$ cat src/rtl/stage_one_prep_if.sv
// Handshake and result bus between a driver and the stage_one_prep front-end stage.
// The master drives the request side; the stage (slave) returns the results.
interface stage_one_prep_if #(
   parameter int FLT_DATA_WIDTH = 32,
   parameter int CRD_DATA_WIDTH = 22
);
   logic                      clk_en;
   logic                      start;
   logic                      sub_en;
   logic [FLT_DATA_WIDTH-1:0] x;
   logic                      busy;
   logic [FLT_DATA_WIDTH-1:0] half;
   logic [FLT_DATA_WIDTH-1:0] square;
   logic [CRD_DATA_WIDTH-1:0] x_to_cordic;
   logic                      sat;
   logic                      done;

   modport master (
      output clk_en, start, sub_en, x,
      input  busy, half, square, x_to_cordic, sat, done
   );

   modport slave (
      input  clk_en, start, sub_en, x,
      output busy, half, square, x_to_cordic, sat, done
   );
endinterface

$ cat src/rtl/stage_one_prep.sv
// Front-end stage for the CORDIC sum datapath: from one float operand it produces
// x/2, x*x (pipelined multiplier) and a saturated, offset fixed-point word.
module stage_one_prep #(
   parameter int FLT_DATA_WIDTH = 32,
   parameter int CRD_DATA_WIDTH = 22,
   parameter int FRAC_BITS      = 20,
   parameter int SCALE_SHIFT    = 7,
   parameter logic signed [CRD_DATA_WIDTH:0] OFFSET = (CRD_DATA_WIDTH+1)'(1 << FRAC_BITS),
   parameter int MUL_LATENCY    = 5,
   parameter int CONV_LATENCY   = 1,
   parameter int COUNTER_WIDTH  = 10
) (
   input logic            clk,
   input logic            rst,
   stage_one_prep_if.slave bus
);

   localparam logic [1:0] IDLE = 2'd0;
   localparam logic [1:0] MUL  = 2'd1;
   localparam logic [1:0] CONV = 2'd2;

   // VW holds V and R with headroom; MW holds the shifted significand before clipping.
   localparam int VW = CRD_DATA_WIDTH + 2;
   localparam int MW = 24 + CRD_DATA_WIDTH + 2;

   localparam logic signed [VW-1:0] V_MAX   = (VW'(1) << CRD_DATA_WIDTH) - VW'(1);
   localparam logic signed [VW-1:0] V_MIN   = ~V_MAX;
   localparam logic signed [VW-1:0] R_MAX   = (VW'(1) << (CRD_DATA_WIDTH-1)) - VW'(1);
   localparam logic signed [VW-1:0] R_MIN   = ~R_MAX;
   localparam logic        [MW-1:0] POS_LIM = (MW'(1) << CRD_DATA_WIDTH) - MW'(1);
   localparam logic        [MW-1:0] NEG_LIM = MW'(1) << CRD_DATA_WIDTH;
   localparam logic signed [VW-1:0] OFF_EXT = $signed({OFFSET[CRD_DATA_WIDTH], OFFSET});
   localparam logic [COUNTER_WIDTH-1:0] MUL_LD  = COUNTER_WIDTH'(MUL_LATENCY);
   localparam logic [COUNTER_WIDTH-1:0] CONV_LD = COUNTER_WIDTH'(CONV_LATENCY);

   function automatic logic [FLT_DATA_WIDTH-1:0] f_half(input logic [FLT_DATA_WIDTH-1:0] a);
      logic [7:0] e;
      e = a[30:23];
      if (e == 8'hFF)      return a;
      else if (e <= 8'd1)  return {a[31], 31'd0};
      else                 return {a[31], e - 8'd1, a[22:0]};
   endfunction

   // Square with round-to-nearest-even; denormal inputs and underflow flush to +0.
   function automatic logic [FLT_DATA_WIDTH-1:0] f_square(input logic [FLT_DATA_WIDTH-1:0] a);
      logic [7:0]         e;
      logic [23:0]        s;
      logic [47:0]        m;
      logic signed [10:0] er;
      logic [23:0]        mt;
      logic               g;
      logic               st;
      logic [24:0]        r;
      logic [22:0]        frac;
      e = a[30:23];
      if (e == 8'hFF) return (a[22:0] == 23'd0) ? 32'h7F80_0000 : 32'h7FC0_0000;
      if (e == 8'h00) return 32'h0000_0000;
      s  = {1'b1, a[22:0]};
      m  = {24'd0, s} * {24'd0, s};
      er = $signed({2'b00, e, 1'b0}) - 11'sd127;
      if (m[47]) begin
         mt = m[47:24];
         g  = m[23];
         st = |m[22:0];
         er = er + 11'sd1;
      end else begin
         mt = m[46:23];
         g  = m[22];
         st = |m[21:0];
      end
      r = {1'b0, mt} + {24'd0, g & (st | mt[0])};
      if (r[24]) begin
         frac = r[23:1];
         er   = er + 11'sd1;
      end else begin
         frac = r[22:0];
      end
      if (er >= 11'sd255)    return 32'h7F80_0000;
      else if (er <= 11'sd0) return 32'h0000_0000;
      else                   return {1'b0, er[7:0], frac};
   endfunction

   // Returns {clip, V}: x scaled by 2^(FRAC_BITS-SCALE_SHIFT), truncated toward zero.
   function automatic logic [VW:0] to_fixed(input logic [FLT_DATA_WIDTH-1:0] a);
      logic [7:0]          e;
      logic [MW-1:0]       mag;
      logic                big;
      int                  sh;
      logic signed [VW-1:0] v;
      logic                clip;
      e    = a[30:23];
      mag  = '0;
      big  = 1'b0;
      clip = 1'b0;
      v    = '0;
      sh   = int'({24'd0, e}) - 150 - SCALE_SHIFT + FRAC_BITS;
      if (e == 8'hFF) begin
         clip = 1'b1;
         v    = (a[31] && a[22:0] == 23'd0) ? V_MIN : V_MAX;
      end else if (e != 8'h00) begin
         if (sh >= CRD_DATA_WIDTH + 2) big = 1'b1;
         else if (sh >= 0)             mag = MW'({1'b1, a[22:0]}) << sh;
         else if (sh > -24)            mag = MW'({1'b1, a[22:0]}) >> (-sh);
         if (a[31]) begin
            if (big || mag > NEG_LIM) begin clip = 1'b1; v = V_MIN; end
            else                      v = -$signed(mag[VW-1:0]);
         end else begin
            if (big || mag > POS_LIM) begin clip = 1'b1; v = V_MAX; end
            else                      v = $signed(mag[VW-1:0]);
         end
      end
      return {clip, v};
   endfunction

   // Returns {clip, R} with R clipped to the signed CRD_DATA_WIDTH range.
   function automatic logic [CRD_DATA_WIDTH:0] sat_crd(input logic signed [VW-1:0] r);
      if (r > R_MAX)      return {1'b1, R_MAX[CRD_DATA_WIDTH-1:0]};
      else if (r < R_MIN) return {1'b1, R_MIN[CRD_DATA_WIDTH-1:0]};
      else                return {1'b0, r[CRD_DATA_WIDTH-1:0]};
   endfunction

   logic [1:0]                state_q, state_d;
   logic [COUNTER_WIDTH-1:0]  cnt_q, cnt_d;
   logic [FLT_DATA_WIDTH-1:0] x_q, x_d;
   logic                      sub_q, sub_d;
   logic                      done_q, done_d;
   logic                      load_mid, load_out;
   logic [FLT_DATA_WIDTH-1:0] sq_pipe_q [MUL_LATENCY];
   logic [FLT_DATA_WIDTH-1:0] half_mid_q;
   logic [CRD_DATA_WIDTH-1:0] xc_mid_q;
   logic                      sat_mid_q;
   logic [FLT_DATA_WIDTH-1:0] half_q, square_q;
   logic [CRD_DATA_WIDTH-1:0] xc_q;
   logic                      sat_q;

   logic [VW:0]               fix_c;
   logic signed [VW-1:0]      r_c;
   logic [CRD_DATA_WIDTH:0]   rs_c;

   always_comb begin
      state_d  = state_q;
      cnt_d    = cnt_q;
      x_d      = x_q;
      sub_d    = sub_q;
      done_d   = 1'b0;
      load_mid = 1'b0;
      load_out = 1'b0;
      case (state_q)
         IDLE: if (bus.start) begin
            state_d = MUL;
            cnt_d   = MUL_LD;
            x_d     = bus.x;
            sub_d   = bus.sub_en;
         end
         MUL: if (cnt_q == COUNTER_WIDTH'(1)) begin
            state_d  = CONV;
            cnt_d    = CONV_LD;
            load_mid = 1'b1;
         end else begin
            cnt_d = cnt_q - COUNTER_WIDTH'(1);
         end
         CONV: if (cnt_q == COUNTER_WIDTH'(1)) begin
            state_d  = IDLE;
            cnt_d    = '0;
            done_d   = 1'b1;
            load_out = 1'b1;
         end else begin
            cnt_d = cnt_q - COUNTER_WIDTH'(1);
         end
         default: state_d = IDLE;
      endcase
   end

   always_comb begin
      fix_c = to_fixed(x_q);
      r_c   = $signed(fix_c[VW-1:0]) - (sub_q ? OFF_EXT : VW'(0));
      rs_c  = sat_crd(r_c);
   end

   always_ff @(posedge clk) begin
      if (rst) begin
         state_q  <= IDLE;
         cnt_q    <= '0;
         done_q   <= 1'b0;
         half_q   <= '0;
         square_q <= '0;
         xc_q     <= '0;
         sat_q    <= 1'b0;
      end else if (bus.clk_en) begin
         state_q <= state_d;
         cnt_q   <= cnt_d;
         done_q  <= done_d;
         if (load_out) begin
            half_q   <= half_mid_q;
            square_q <= sq_pipe_q[MUL_LATENCY-1];
            xc_q     <= xc_mid_q;
            sat_q    <= sat_mid_q;
         end
      end
   end

   // Operand latch and exponent-arithmetic results, captured on the MUL->CONV edge.
   always_ff @(posedge clk) begin
      if (bus.clk_en) begin
         x_q   <= x_d;
         sub_q <= sub_d;
         if (load_mid) begin
            half_mid_q <= f_half(x_q);
            xc_mid_q   <= rs_c[CRD_DATA_WIDTH-1:0];
            sat_mid_q  <= fix_c[VW] | rs_c[CRD_DATA_WIDTH];
         end
      end
   end

   // Multiplier pipeline, cleared by rst and frozen with clk_en.
   always_ff @(posedge clk) begin
      if (rst) begin
         for (int i = 0; i < MUL_LATENCY; i++) sq_pipe_q[i] <= '0;
      end else if (bus.clk_en) begin
         sq_pipe_q[0] <= f_square(x_q);
         for (int i = 1; i < MUL_LATENCY; i++) sq_pipe_q[i] <= sq_pipe_q[i-1];
      end
   end

   assign bus.busy        = (state_q != IDLE);
   assign bus.done        = done_q;
   assign bus.half        = half_q;
   assign bus.square      = square_q;
   assign bus.x_to_cordic = xc_q;
   assign bus.sat         = sat_q;

endmodule

$ cat src/flat_wrapper.sv
// flat-port wrapper written by rule: the top's interface ports become plain ports
module stage_one_prep_flat 
#(
   parameter int FLT_DATA_WIDTH = 32,
   parameter int CRD_DATA_WIDTH = 22,
   parameter int FRAC_BITS      = 20,
   parameter int SCALE_SHIFT    = 7,
   parameter logic signed [CRD_DATA_WIDTH:0] OFFSET = (CRD_DATA_WIDTH+1)'(1 << FRAC_BITS),
   parameter int MUL_LATENCY    = 5,
   parameter int CONV_LATENCY   = 1,
   parameter int COUNTER_WIDTH  = 10
)
  (clk, rst, bus_clk_en, bus_start, bus_sub_en, bus_x, bus_busy, bus_half, bus_square, bus_x_to_cordic, bus_sat, bus_done);
  stage_one_prep_if #(.FLT_DATA_WIDTH(FLT_DATA_WIDTH), .CRD_DATA_WIDTH(CRD_DATA_WIDTH)) bus_i ();
  input logic clk;
  input logic rst;
  input wire logic [$bits(bus_i.clk_en)-1:0] bus_clk_en;
  input wire logic [$bits(bus_i.start)-1:0] bus_start;
  input wire logic [$bits(bus_i.sub_en)-1:0] bus_sub_en;
  input wire logic [$bits(bus_i.x)-1:0] bus_x;
  output wire logic [$bits(bus_i.busy)-1:0] bus_busy;
  output wire logic [$bits(bus_i.half)-1:0] bus_half;
  output wire logic [$bits(bus_i.square)-1:0] bus_square;
  output wire logic [$bits(bus_i.x_to_cordic)-1:0] bus_x_to_cordic;
  output wire logic [$bits(bus_i.sat)-1:0] bus_sat;
  output wire logic [$bits(bus_i.done)-1:0] bus_done;
  assign bus_i.clk_en = bus_clk_en;
  assign bus_i.start = bus_start;
  assign bus_i.sub_en = bus_sub_en;
  assign bus_i.x = bus_x;
  assign bus_busy = bus_i.busy;
  assign bus_half = bus_i.half;
  assign bus_square = bus_i.square;
  assign bus_x_to_cordic = bus_i.x_to_cordic;
  assign bus_sat = bus_i.sat;
  assign bus_done = bus_i.done;
  stage_one_prep #(.FLT_DATA_WIDTH(FLT_DATA_WIDTH), .CRD_DATA_WIDTH(CRD_DATA_WIDTH), .FRAC_BITS(FRAC_BITS), .SCALE_SHIFT(SCALE_SHIFT), .OFFSET(OFFSET), .MUL_LATENCY(MUL_LATENCY), .CONV_LATENCY(CONV_LATENCY), .COUNTER_WIDTH(COUNTER_WIDTH)) u_core (.clk(clk), .rst(rst), .bus(bus_i));
endmodule
$ cat config.mk
export PLATFORM = sky130hd
export DESIGN_NAME = stage_one_prep_flat
export DESIGN_NICKNAME = d
export VERILOG_FILES = /design/src/rtl/stage_one_prep_if.sv /design/src/rtl/stage_one_prep.sv /design/src/flat_wrapper.sv
export SDC_FILE = /design/constraint.sdc
export NUM_CORES = 2
export LEC_CHECK = 0
export BUFFER_PORTS_ARGS = -buffer_cell sky130_fd_sc_hd__buf_4
export CELL_PAD_IN_SITES_DETAIL_PLACEMENT = 0
export CELL_PAD_IN_SITES_GLOBAL_PLACEMENT = 1
export CORE_UTILIZATION = 55
export DETAILED_ROUTE_END_ITERATION = 7
export PLACE_DENSITY = 0.85
export SLEW_MARGIN = 10
export SYNTH_ARGS = -nofsm -noshare
export SYNTH_HDL_FRONTEND = slang
export SYNTH_SLANG_ARGS = --single-unit
$ cat constraint.sdc
create_clock -name clk -period 23.8 [get_ports clk]
set_clock_uncertainty 0.05 [all_clocks]
set_input_delay 1.19 -clock clk [delete_from_list [all_inputs] [get_ports clk]]
set_output_delay 1.19 -clock clk [all_outputs]
set_load 0.05 [all_outputs]
==> results.cfg <==
[cells_and_area]
regArea_um2 = 9280
drive_gt1_share_pct = 9.63
nets = 4699
syn_to_final_growth_pct = 7.49
nFillCells = 5907
multi_input_area_um2 = 25500
antennaDiodeCount = 0
fin_util_pct = 59.9

[routing]
dr.pass1.iters = 6
via_count = 29700
post_drt_via_cell_ratio = 6.00
wl_per_cell_um = 21.8
totalWireLength_um = 108000
drc = 0
drt_iter0_drc = 2844
postRouteAntennaNets = 0

[sta]
fmax_ghz = 0.0888
relSlewSlack_pct = 27.4
worstMarginPinSlew_ps = 1090
fin_crit_ps = 11260
rsz0062_at_grt = no
min_period_over_period_pct = 47.3
fin_setup_tns_ps = 0
layout_setup_ws_ps = 12540
drv_slew = 0
finalHoldViolations = 0
hold_slack_ps = 403
finalSetupViolCount = 0

[clocking]
htreeDepth = 2
cts_setup_buffers = 0
cts_hold_buf = 0
clk_pin_slew_ps = 60
cts-root-buf = clkbuf_16
clk_path_buf_depth = 3
insertion_delay_ps = 590
post_cts_resized = 0
cts_sinks = 342
cts_inserted_buffers = 38
cts_tree = done

[setup_path]
slowest_delay_ps = 820
required_ps = 24010
cpMostUsedCell = fa_1
r2r_slack_ps = 12540
crit_path_start_kind = register
endpoint_kind = register
critPathKind = reg2reg
arrival_ps = 11460
cp_max_fo = 49
critPathSlowestCell = o21ai_2

[synthesis]
synth-edff-count = 243
synthCells = 4038
async_reset_ff_share_pct = 0
synthFlopType = edfxtp_1
synth_area_um2 = 37500
syn-num-nets = 4697
synth_cell_type_count = 124
synth_seq_cells = 342
avgSynthCellArea_um2 = 9.28
yosys_warnings = 0
yosysTopAreaCellShare_pct = 22.6
ys_seq_area_share_pct = 24.8
synth_most_common_cell = nand2_1
synth.area.top_cells = fa_1 23%, edfxtp_1 19%, ha_1 6.6%, dfxtp_1 5.3%, nand2_1 4.9%
synth_top_cell_by_area = fa_1
synth_common_cells = 494 x nand2_1, 477 x inv_1, 423 x fa_1

[placement]
hpwl_um = 80400
portBuffers = 124
pre_cts_ws_ps = 12640
finalWeightedCongestion = 1.01

[global_routing]
overflow = 0
grt_max_degree = 126
grt_pass1_wl_um = 170000
antenna_found_initial = 2
grt_pass1_vias = 29800
gr-usage-all-layers_pct = 31.6

[floorplan]
rows = 95
core_um2 = 67300
die_h_um = 263
start_util_pct = 55.7
die_x_um = 263
ioPinCount = 126
die_area_um2 = 69200

[run]
maxCapViolations = 0

[min_path]
min_path_type = reg2reg

[outcome]
status = complete, no violations
==> placed cells by master, fill, tap and decap left out, types with 47 or more instances in the layout <==
cell type	Yosys	layout
nand2_1	494	494
inv_1	477	477
fa_1	423	423
and2_1	288	288
edfxtp_1	243	243
a21oi_1	230	230
nor2_1	223	223
ha_1	199	198
buf_4	9	191
dfxtp_1	99	99
o21ai_0	95	95
nand3_1	82	81
xnor2_1	79	79
nor3_1	70	70
a21o_1	54	54
mux2i_1	50	50
nand4_1	47	47
==> stage by stage <==
stage | cells | instance area (um^2)
floorplan | 4038 | 37500
global placement | 4873 | 39100
detailed placement | 4873 | 39100
CTS | 4942 | 40300
global route | 4942 | 40300
finish | 4942 | 40300
==> state kept, by name, summed over array words and instances, names as in the netlist <==
name                    cells
u_core.bus.done             1
u_core.bus.half            32
u_core.bus.sat              1
u_core.bus.square          31
u_core.bus.x_to_cordic     22
u_core.cnt_q               10
u_core.half_mid_q          32
u_core.sat_mid_q            1
u_core.sq_pipe_q          155
u_core.state_q              2
u_core.sub_q                1
u_core.x_q                 32
u_core.xc_mid_q            22
==> area by class of cell <==
cell class,count,area share (%)
multi-input cells,2984,63.2
flip-flops and latches,342,23.0
inverters,483,4.50
repair buffers,191,3.56
well taps,873,2.71
clock buffers,53,2.60
clock inverters,16,0.367
==> metal layers <==
layer  GRT usage, %  part of all wire, %
met5              0               0.0093
met4           13.5                  4.6
met3           5.09                  7.1
met2           51.5                   46
met1           41.9                   42
==> critical path, delay by kind of cell, from the launching register on <==
kind / cells / cell delay (ps)
muxes: 1 / 240
buffers and inverters: 7 / 1680
DFF: 1 / 330
adders and majority gates: 9 / 4010
AOI/OAI and AO/OA: 5 / 1870
and+or+nand+nor: 10 / 2750
==> cells by family (layout without fill, tap and decap cells) <==
group	count (synthesis)	count (layout)	synth area share (%)
other	1	1	0.0100
xor gates and xnor gates	129	129	3.24
AOI/OAI and AO/OA	703	703	12.8
DFF	342	342	24.8
muxes	98	98	3.35
buffers and inverters	712	743	7.40
and+or+nand+nor	1431	1431	19.2
adders and majority gates	622	622	29.2
==> path summary, 6_finish.rpt <==
path | startpoint | endpoint | cells after the start
worst max-delay path | u_core.x_q[20]$_DFFE_PP_ | u_core.sq_pipe_q[0][22]$_SDFFCE_PN0P_ | 32
worst min-delay path | u_core.bus.square[0]$_SDFFE_PP0P_ | u_core.bus.square[0]$_SDFFE_PP0P_ | 2
worst max register to register | u_core.x_q[20]$_DFFE_PP_ | u_core.sq_pipe_q[0][22]$_SDFFCE_PN0P_ | 32
worst min register to register | u_core.bus.square[0]$_SDFFE_PP0P_ | u_core.bus.square[0]$_SDFFE_PP0P_ | 2
Power is not shown: default switching activity piles up to over one toggle a cycle in this logic, so the estimate is an artifact.
